`src/rtl/pciecfg_rsp_tx.sv`:
```
// PCIe config-read response transmitter: pops completed config records from an
// FWFT FIFO and emits each one as a two-beat 64-bit AXI-Stream frame.
package pciecfg_pkg;

    localparam logic [3:0] OP_RD = 4'h1;
    localparam logic [3:0] OP_WR = 4'h2;

    typedef struct packed {
        logic [3:0]  opcode;
        logic [9:0]  dwaddr;
        logic [3:0]  byte_mask;
        logic [31:0] data;
    } fifo_pciecfg_t;

endpackage

module pciecfg_rsp_tx
    import pciecfg_pkg::*;
#(
    parameter logic [15:0] MAGIC    = 16'h4346,
    parameter logic [15:0] SEQ_INIT = 16'h0000
) (
    input  logic          clk,
    input  logic          rst_n,
    input  logic          tx_en,
    output logic          fifo_pciecfg_o_rd_en,
    input  logic          fifo_pciecfg_o_empty,
    input  fifo_pciecfg_t fifo_pciecfg_o_dout,
    output logic [63:0]   tx_tdata,
    output logic [7:0]    tx_tkeep,
    output logic          tx_tvalid,
    output logic          tx_tlast,
    input  logic          tx_tready,
    output logic [31:0]   stat_tx_frames,
    output logic          busy
);

    localparam logic [2:0] ST_IDLE = 3'd0;
    localparam logic [2:0] ST_POP  = 3'd1;
    localparam logic [2:0] ST_HDR  = 3'd2;
    localparam logic [2:0] ST_DAT  = 3'd3;
    localparam logic [2:0] ST_GAP  = 3'd4;

    logic [2:0]    state_r;
    logic [2:0]    state_next_s;
    fifo_pciecfg_t hold_r;
    logic [15:0]   seq_r;

    function automatic logic [63:0] pack_hdr(input logic [15:0] seq, input fifo_pciecfg_t rec);
        pack_hdr = {seq, MAGIC, 4'h0, rec.opcode, 4'h0, rec.byte_mask, 6'h00, rec.dwaddr};
    endfunction

    function automatic logic [63:0] pack_dat(input fifo_pciecfg_t rec);
        pack_dat = {32'h0000_0000, rec.data};
    endfunction

    // Next-state decode; HDR/DAT only advance on a completed handshake.
    always_comb begin
        state_next_s = state_r;
        case (state_r)
            ST_IDLE: begin
                if (tx_en && !fifo_pciecfg_o_empty) begin
                    state_next_s = ST_POP;
                end else begin
                    state_next_s = ST_IDLE;
                end
            end
            ST_POP: state_next_s = ST_HDR;
            ST_HDR: begin
                if (tx_tready) begin
                    state_next_s = ST_DAT;
                end else begin
                    state_next_s = ST_HDR;
                end
            end
            ST_DAT: begin
                if (tx_tready) begin
                    state_next_s = ST_GAP;
                end else begin
                    state_next_s = ST_DAT;
                end
            end
            ST_GAP:  state_next_s = ST_IDLE;
            default: state_next_s = ST_IDLE;
        endcase
    end

    // Frame sequencer, output beat registers, sequence number and statistics.
    always_ff @(posedge clk or negedge rst_n) begin
        if (!rst_n) begin
            state_r              <= ST_IDLE;
            hold_r               <= '0;
            seq_r                <= SEQ_INIT;
            fifo_pciecfg_o_rd_en <= 1'b0;
            tx_tdata             <= 64'h0;
            tx_tkeep             <= 8'h00;
            tx_tvalid            <= 1'b0;
            tx_tlast             <= 1'b0;
            stat_tx_frames       <= 32'h0;
            busy                 <= 1'b0;
        end else begin
            state_r              <= state_next_s;
            busy                 <= (state_next_s != ST_IDLE);
            fifo_pciecfg_o_rd_en <= (state_r == ST_IDLE) && (state_next_s == ST_POP);
            case (state_r)
                ST_IDLE: begin
                    // FWFT head is valid now; capture it before the pop lands.
                    if (state_next_s == ST_POP) begin
                        hold_r <= fifo_pciecfg_o_dout;
                    end
                end
                ST_POP: begin
                    tx_tdata  <= pack_hdr(seq_r, hold_r);
                    tx_tkeep  <= 8'hFF;
                    tx_tlast  <= 1'b0;
                    tx_tvalid <= 1'b1;
                end
                ST_HDR: begin
                    if (tx_tready) begin
                        tx_tdata <= pack_dat(hold_r);
                        tx_tkeep <= 8'h0F;
                        tx_tlast <= 1'b1;
                    end
                end
                ST_DAT: begin
                    if (tx_tready) begin
                        tx_tvalid      <= 1'b0;
                        tx_tlast       <= 1'b0;
                        seq_r          <= seq_r + 16'd1;
                        stat_tx_frames <= stat_tx_frames + 32'd1;
                    end
                end
                default: begin
                end
            endcase
        end
    end

endmodule

```
`config.mk`:
```
export PLATFORM = sky130hd
export DESIGN_NAME = pciecfg_rsp_tx
export DESIGN_NICKNAME = d
export VERILOG_FILES = /design/src/rtl/pciecfg_rsp_tx.sv
export SDC_FILE = /design/constraint.sdc
export NUM_CORES = 1
export LEC_CHECK = 0
export CAP_MARGIN = 20
export CORE_MARGIN = 2
export CORE_UTILIZATION = 53
export DETAILED_ROUTE_END_ITERATION = 10
export PLACE_DENSITY = 0.85
export SLEW_MARGIN = 30
export SYNTH_ARGS = -nofsm -noshare
export SYNTH_HDL_FRONTEND = slang
export SYNTH_SLANG_ARGS = --single-unit
```
`constraint.sdc`:
```
create_clock -name clk -period 5.5 [get_ports clk]
set_clock_uncertainty 0.1 [all_clocks]
set_input_delay 1.1 -clock clk [delete_from_list [all_inputs] [get_ports clk]]
set_output_delay 1.1 -clock clk [all_outputs]
set_load 0.01 [all_outputs]
```
==> insert_results.sql, run 1 <==
INSERT INTO impl_metrics (metric_group, metric, value, unit) VALUES
('outcome', 'run_status', 'finished, final reports clean', ''),
('route', 'vias_per_cell', '5.33', ''),
('layout', 'nFillCells', '842', ''),
('critical_path', 'worstPathArrival', '3.17', 'ns'),
('clocking', 'clkSlewWorstSetupHoldPaths', '0.06', 'ns'),
('critical_path', 'reg2reg_slack', '2.90', 'ns'),
('placed_design', 'dpl_cell_area', '8170', 'um^2'),
('route', 'via_count', '4566', ''),
('clocking', 'clock_tree_from_tritoncts', 'done', ''),
('layout', 'final_layout_size_suffix_gt1_share', '15.0', '%'),
('grt', 'grt_use_met3', '5.49', '%'),
('layout', 'fin_area', '8850', 'um^2'),
('layout', 'syn2layout_area_growth', '33.7', '%'),
('yosys', 'synthesis.area', '6620', 'um^2'),
('grt', 'overall_track_demand_over_capacity_in_global_routing', '22.4', '%'),
('placed_design', 'dp_hpwl', '9670', 'um'),
('placed_design', 'io_buffers', '152', ''),
('layout', 'insertedDiodeCount', '0', ''),
('yosys', 'synth_warnings', '0', ''),
('layout', 'regArea', '3880', 'um^2'),
('yosys', 'synth-seq-area-share', '58.6', '%'),
('power_and_ir_drop', 'power_leakage', '3.95', 'nW'),
('sta', 'layout_min_cycle_time', '2.97', 'ns'),
('critical_path', 'r2r-end', 'tx_tdata[6]', ''),
('clocking', 'cts-buffers-inserted', '17', ''),
('route', 'first_pass_iters', '4', ''),
('yosys', 'synth_area_per_cell', '12.4', 'um^2'),
('critical_path', 'cpMaxStageDelayCell', 'clkdlybuf4s50_1', ''),
('clocking', 'cts.repair_timing.setup_buffer_count', '0', ''),
('route', 'routed_wirelength', '14600', 'um'),
('placed_design', 'globalplace.congestion', '0.789', ''),
('grt', 'antenna_found_initial', '0', ''),
('hold_path', 'hold_path_depth', '2', ''),
('route', 'postRouteAntennaNets', '0', ''),
('power_and_ir_drop', 'power.ir.vdd_worst', '0.213', 'mV'),
('critical_path', 'cp-end-kind', 'flip-flop', ''),
('critical_path', 'cp_max_fo', '13', ''),
('floorplan', 'floorplan.die_area', '13400', 'um^2'),
('floorplan', 'num_rows', '40', ''),
('grt', 'grt_max_degree', '122', ''),
('yosys', 'number_of_flip_flops_and_latches_in_the_synthesized_netlist', '155', ''),
('grt', 'grt.met2_usage', '35.0', '%'),
('floorplan', 'io-pin-count', '163', ''),
('sta', 'finalSetupTns', '0', 'ns'),
('sta', 'tightest_slew', '0.774', 'ns'),
('critical_path', 'worstSetupPathType', 'primary input to flip-flop', ''),
('layout', 'multi_input_comb_area', '2480', 'um^2'),
('floorplan', 'fp.coreArea', '12100', 'um^2'),
('grt', 'first_global_vias', '4610', ''),
('sta', 'finalCritPeriodShare', '54.0', '%'),
('sta', 'slew_viol_final', '0', ''),
('layout', 'layout_commonest_cell', 'dfrtp_1', ''),
('clocking', 'cts-root-buf', 'clkbuf_16', ''),
('sta', 'worst_slew_margin_rel', '48.3', '%'),
('critical_path', 'worstPathCellList', 'clkdlybuf4s50_1, nand4b_4, inv_2, nand2_1, or4_4, xnor2_2', ''),
('floorplan', 'initial_cell_density_of_the_core', '54.6', '%'),
('clocking', 'ctsResizeCount', '0', ''),
('layout', 'design.final.nets', '733', ''),
('clocking', 'cts_htree_levels', '4', ''),
('clocking', 'cts.hold.buffers_added', '0', ''),
('floorplan', 'dieWidth', '116', 'um'),
('yosys', 'edff_count_synth', '0', ''),
('sta', 'clock.fmax', '336', 'MHz'),
('clocking', 'clock_latency', '0.41', 'ns'),
('yosys', 'async_flop_share', '100', '%'),
('sta', 'hold_viol', '0', ''),
('critical_path', 'worst_setup_start_kind', 'primary input', ''),
('critical_path', 'worstRegToRegCells', '5', ''),
('power_and_ir_drop', 'power-per-cell-area', '485', 'nW/um^2'),
('grt', 'use_met1', '30.9', '%'),
('critical_path', 'critical-path-max-stage-delay', '0.70', 'ns');
[state kept, by name (all words and copies together), names as in the netlist]
| register | cells |
|---|---|
| seq_r | 16 |
| tx_tvalid | 1 |
| busy | 1 |
| stat_tx_frames | 32 |
| tx_tkeep | 2 |
| tx_tdata | 48 |
| tx_tlast | 1 |
| hold_r | 50 |
| state_r | 3 |
| fifo_pciecfg_o_rd_en | 1 |
[metrics by stage]
stage | power [mW] | cells | worst slack [ns] | utilization [%] | hold slack [ns]
finish | 4.29 | 856 | 2.53 | 73.1 | 0.379
global route | 4.53 | 856 | 2.43 | 73.1 | 0.394
CTS | 4.33 | 855 | 2.56 | 72.8 | 0.382
detailed placement | 3.03 | 824 | 2.11 | 67.4 | 0.364
global placement | 2.96 | 824 | 2.23 | 67.4 | 0.358
floorplan | 2.49 | 544 | 2.99 | - | 0.342
[tightest hold or removal path, cell delays in order, from the launching register on]
cell and delay (ns):
dfrtp_1 0.34, nand2_1 0.04, o21ai_0 0.06
[how the worst max path moves through the flow]
stage / cells past startpoint / from / slack [ns] / to
6_report: 6 / tx_tready / 2.53 / stat_tx_frames[17]
5_1_grt: 6 / tx_tready / 2.43 / stat_tx_frames[17]
4_1_cts: 6 / tx_tready / 2.56 / stat_tx_frames[17]
3_5_place_dp: 6 / tx_tready / 2.11 / stat_tx_frames[17]
3_3_place_gp: 6 / tx_tready / 2.23 / stat_tx_frames[17]
2_1_floorplan: 6 / tx_tready / 2.99 / stat_tx_frames[17]
[cells in the mapped netlist (5+ instances only)]
cell	count	area share, %
inv_1	6	0.34
xor2_1	23	3.0
and2_1	5	0.47
nand2_1	76	4.3
nor3_1	9	0.68
a22o_1	16	2.1
dfrtp_1	155	59
nor4_1	5	0.47
nand3_1	14	1.1
nor4_2	6	1.1
buf_2	10	0.76
xnor2_1	22	2.9
o21ai_0	33	2.5
mux2_2	47	8.0
and4_1	5	0.66
clkbuf_1	9	0.51
mux2i_1	18	2.7
buf_4	25	2.8
nor2_1	10	0.57
[power by group]
part	leakage (nW)	switching, mW	internal, mW
registers	1.98	0.244	1.48
logic	1.65	0.612	0.679
clock network	0.320	0.425	0.850
[logic make-up (layout without fill, tap and decap cells)]
group	count (synthesis)	count (layout)	share of synthesized area, %
DFF	155	155	58.6
and+or+nand+nor	153	153	13.3
muxes	68	68	11.2
AOI/OAI and AO/OA	57	57	5.54
buffers and inverters	53	197	4.73
xor gates and xnor gates	46	46	6.20
adders and majority gates	2	2	0.378
other	1	10	0.0567
[area by class of cell]
class                           instances  share of cell area [%]
Tap cell                              168                    2.38
Clock inverter                          7                    1.81
Clock buffer                           24                    5.56
Timing Repair Buffer                  159                    18.1
Multi-Input combinational cell        336                    28.1
Sequential cell                       155                    43.8
Inverter                                7                   0.297
[layer usage]
| metal | part of all wire [%] | wire length [um] |
|---|---|---|
| met2 | 47 | 6920 |
| met1 | 44 | 6430 |
| met3 | 6.7 | 971 |
| met4 | 1.8 | 257 |
| met5 | 0 | 0 |
Note: power is estimated with default switching activity, not from simulation.
==> inputs of run 2 (changes only) <==
Settings changed: CORE_UTILIZATION 53 to 49, PLACE_DENSITY 0.85 to 0.79.
Clock period 5.5 ns to 2.94 ns, I/O delays scaled along.
==> run 2 against run 1 <==
Setup slack got worse by 1.8 ns. Via count grew 0.28%. Routed wire length is 3.3% lower. Clock-buffer cell count shrank 5. Highest routed layer unchanged. Critical endpoint is now tx_tkeep[7]. Sequential power rose by 87%. Critical path depth is 5 lower. Final area decreased by 0.42%.
==> insert_results.sql, run 2 (synthesized netlist as in run 1, its figures left out) <==
INSERT INTO impl_metrics (metric_group, metric, value, unit) VALUES
('layout', 'layout.cells.most_common_list', '155 x dfrtp_1, 151 x clkdlybuf4s50_1, 76 x nand2_1', ''),
('power_and_ir_drop', 'power-per-cell-area', '876', 'nW/um^2'),
('power_and_ir_drop', 'p_int', '5.32', 'mW'),
('layout', 'syn2layout_area_growth', '33.1', '%'),
('placed_design', 'globalplace.congestion', '0.807', ''),
('layout', 'insertedDiodeCount', '0', ''),
('power_and_ir_drop', 'power.ir.vdd_worst', '0.455', 'mV'),
('critical_path', 'worstPathCellList', 'clkdlybuf4s50_1', ''),
('route', 'via_count', '4579', ''),
('route', 'detail_route.iter0.violations', '329', ''),
('floorplan', 'floorplan.die_area', '14500', 'um^2'),
('layout', 'layout_commonest_cell', 'dfrtp_1', ''),
('sta', 'finalSetupTns', '0', 'ns'),
('grt', 'first_global_vias', '4588', ''),
('route', 'postRouteAntennaNets', '0', ''),
('clocking', 'cts_htree_levels', '4', ''),
('sta', 'slew_viol_final', '0', ''),
('grt', 'grt_first_pass_wirelength', '23000', 'um'),
('layout', 'largest_register_ffs', '50', ''),
('critical_path', 'critical-path-max-stage-delay', '0.62', 'ns'),
('hold_path', 'min_path_type', 'primary input to async pin', ''),
('sta', 'hold-worst-slack', '0.0159', 'ns'),
('grt', 'grt.overflow.total', '0', ''),
('clocking', 'clkSinkCount', '155', ''),
('critical_path', 'worst_setup_start_kind', 'flip-flop', ''),
('critical_path', 'cp_max_fo', '11', ''),
('sta', 'layout_min_cycle_time', '2.25', 'ns'),
('clocking', 'clkSlewWorstSetupHoldPaths', '0.06', 'ns'),
('critical_path', 'critical_path.n_buffers_inverters', '1', ''),
('sta', 'tightest_slew', '0.527', 'ns'),
('power_and_ir_drop', 'power_frac_clock', '26.9', '%'),
('layout', 'registers_with_the_most_flip_flops', 'hold_r (50), tx_tdata (48), stat_tx_frames (32)', ''),
('floorplan', 'io-pin-count', '163', ''),
('clocking', 'clock_latency', '0.42', 'ns'),
('power_and_ir_drop', 'sw_frac_of_total', '31.2', '%'),
('sta', 'grt_setup_unrepaired', 'false', ''),
('power_and_ir_drop', 'power_leakage', '3.92', 'nW'),
('layout', 'final_layout_size_suffix_gt1_share', '15.6', '%'),
('layout', 'design.final.nets', '736', ''),
('route', 'detail_route.drc_violations', '0', ''),
('critical_path', 'worst_path_dominant_cell_family', 'buffers and inverters', ''),
('clocking', 'ctsResizeCount', '0', ''),
('sta', 'hold_viol', '0', ''),
('grt', 'antenna_found_initial', '0', ''),
('sta', 'finalCritPeriodShare', '76.6', '%'),
('clocking', 'cts-root-buf', 'clkbuf_16', ''),
('sta', 'report.final.setup_viol', '0', ''),
('outcome', 'run_status', 'finished, final reports clean', ''),
('grt', 'overall_track_demand_over_capacity_in_global_routing', '20.4', '%'),
('floorplan', 'num_rows', '42', ''),
('clocking', 'cts.repair_timing.setup_buffer_count', '0', ''),
('critical_path', 'worstSetupPathType', 'flip-flop to primary output', ''),
('layout', 'nFillCells', '979', ''),
('clocking', 'ctsLongestPathBuffers', '2', ''),
('clocking', 'cts-buffers-inserted', '17', ''),
('floorplan', 'die_h', '120', 'um'),
('placed_design', 'io_buffers', '152', ''),
('sta', 'worst_slew_margin_rel', '64.9', '%'),
('clocking', 'cts.hold.buffers_added', '0', ''),
('run', 'maxCapViolations', '0', ''),
('clocking', 'clock_tree_from_tritoncts', 'done', ''),
('power_and_ir_drop', 'power_frac_seq', '41.9', '%'),
('route', 'first_pass_iters', '4', ''),
('floorplan', 'fp.coreArea', '13200', 'um^2'),
('route', 'routed_wirelength', '14100', 'um'),
('route', 'vias_per_cell', '5.28', ''),
('power_and_ir_drop', 'power.combinational.fraction', '31.3', '%'),
('layout', 'top_register_by_number_of_flip_flops', 'hold_r', ''),
('critical_path', 'worstPathArrival', '1.56', 'ns'),
('placed_design', 'dp_hpwl', '9510', 'um'),
('power_and_ir_drop', 'netSwitchingPower', '2.41', 'mW'),
('route', 'avg_wl_per_cell', '16.3', 'um'),
('sta', 'clock.fmax', '444', 'MHz'),
('floorplan', 'initial_cell_density_of_the_core', '50.0', '%'),
('critical_path', 'cp-end-kind', 'primary output', ''),
('critical_path', 'cpMaxStageDelayCell', 'clkdlybuf4s50_1', ''),
('floorplan', 'dieWidth', '120', 'um'),
('critical_path', 'required_time_at_the_endpoint_of_the_critical_path', '2.25', 'ns'),
('grt', 'grt_max_degree', '58', '');
## run 2: cell types whose count changed in the layout (fill, tap and decap cells not counted)
cell / previous run / this run
buf_6: 0 / 1
clkinv_2: 2 / 5
clkinvlp_4: 0 / 3
buf_16: 1 / 0
clkbuf_8: 4 / 1
bufinv_16: 5 / 2
clkbuf_1: 3 / 1
clkinv_4: 0 / 2
buf_8: 1 / 0
buf_4: 6 / 7
buf_12: 0 / 3
## run 2: path summary, 6_finish.rpt
check                             from            to  slack [ns]  cells after the start
max                        tx_tkeep[6]   tx_tkeep[7]        0.69                      1
min                              rst_n  tx_tdata[21]        0.02                      1
max reg2reg                 state_r[1]   tx_tdata[4]        0.80                      4
min reg2reg                  seq_r[15]     seq_r[15]        0.37                      1
max in group asynchronous        rst_n    hold_r[42]        1.99                      2
min in group clk             seq_r[15]     seq_r[15]        0.37                      1
## run 2: metal layers
layer | GRT usage (%) | wire, um
met1 | 28.0 | 6430
met3 | 5.71 | 785
met2 | 31.6 | 6740
met4 | 7.12 | 152
met5 | 0 | 0
## run 2: final cells by class
| type | instances | area, um^2 | area share (%) |
|---|---|---|---|
| clock inverters | 12 | 125 | 1.42 |
| well taps | 176 | 220 | 2.50 |
| multi-input cells | 336 | 2480 | 28.2 |
| inverters | 7 | 26.3 | 0.298 |
| flip-flops and latches | 155 | 3880 | 44.0 |
| clock buffers | 19 | 443 | 5.03 |
| repair buffers | 162 | 1640 | 18.6 |
## run 2: stage by stage
step / power [mW] / utilization, % / worst slack [ns] / instances / instance area [um^2]
after floorplan: 4.67 / - / 0.937 / 544 / 6650
after global placement: 5.57 / 62.2 / 0.409 / 836 / 8240
after detailed placement: 5.70 / 62.2 / 0.372 / 836 / 8240
after CTS: 7.82 / 66.5 / 0.642 / 867 / 8810
after global routing: 8.19 / 66.5 / 0.588 / 867 / 8810
final: 7.72 / 66.5 / 0.687 / 867 / 8810
## run 2: power by group through the flow
| stage | Combinational [mW] | Sequential [mW] | Clock, mW |
|---|---|---|---|
| after floorplan | 1.44 | 3.23 | 0 |
| after CTS | 2.45 | 3.24 | 2.13 |
| after global routing | 2.64 | 3.31 | 2.24 |
| after detailed placement | 2.43 | 3.27 | 0 |
| final | 2.41 | 3.23 | 2.08 |
| after global placement | 2.35 | 3.22 | 0 |
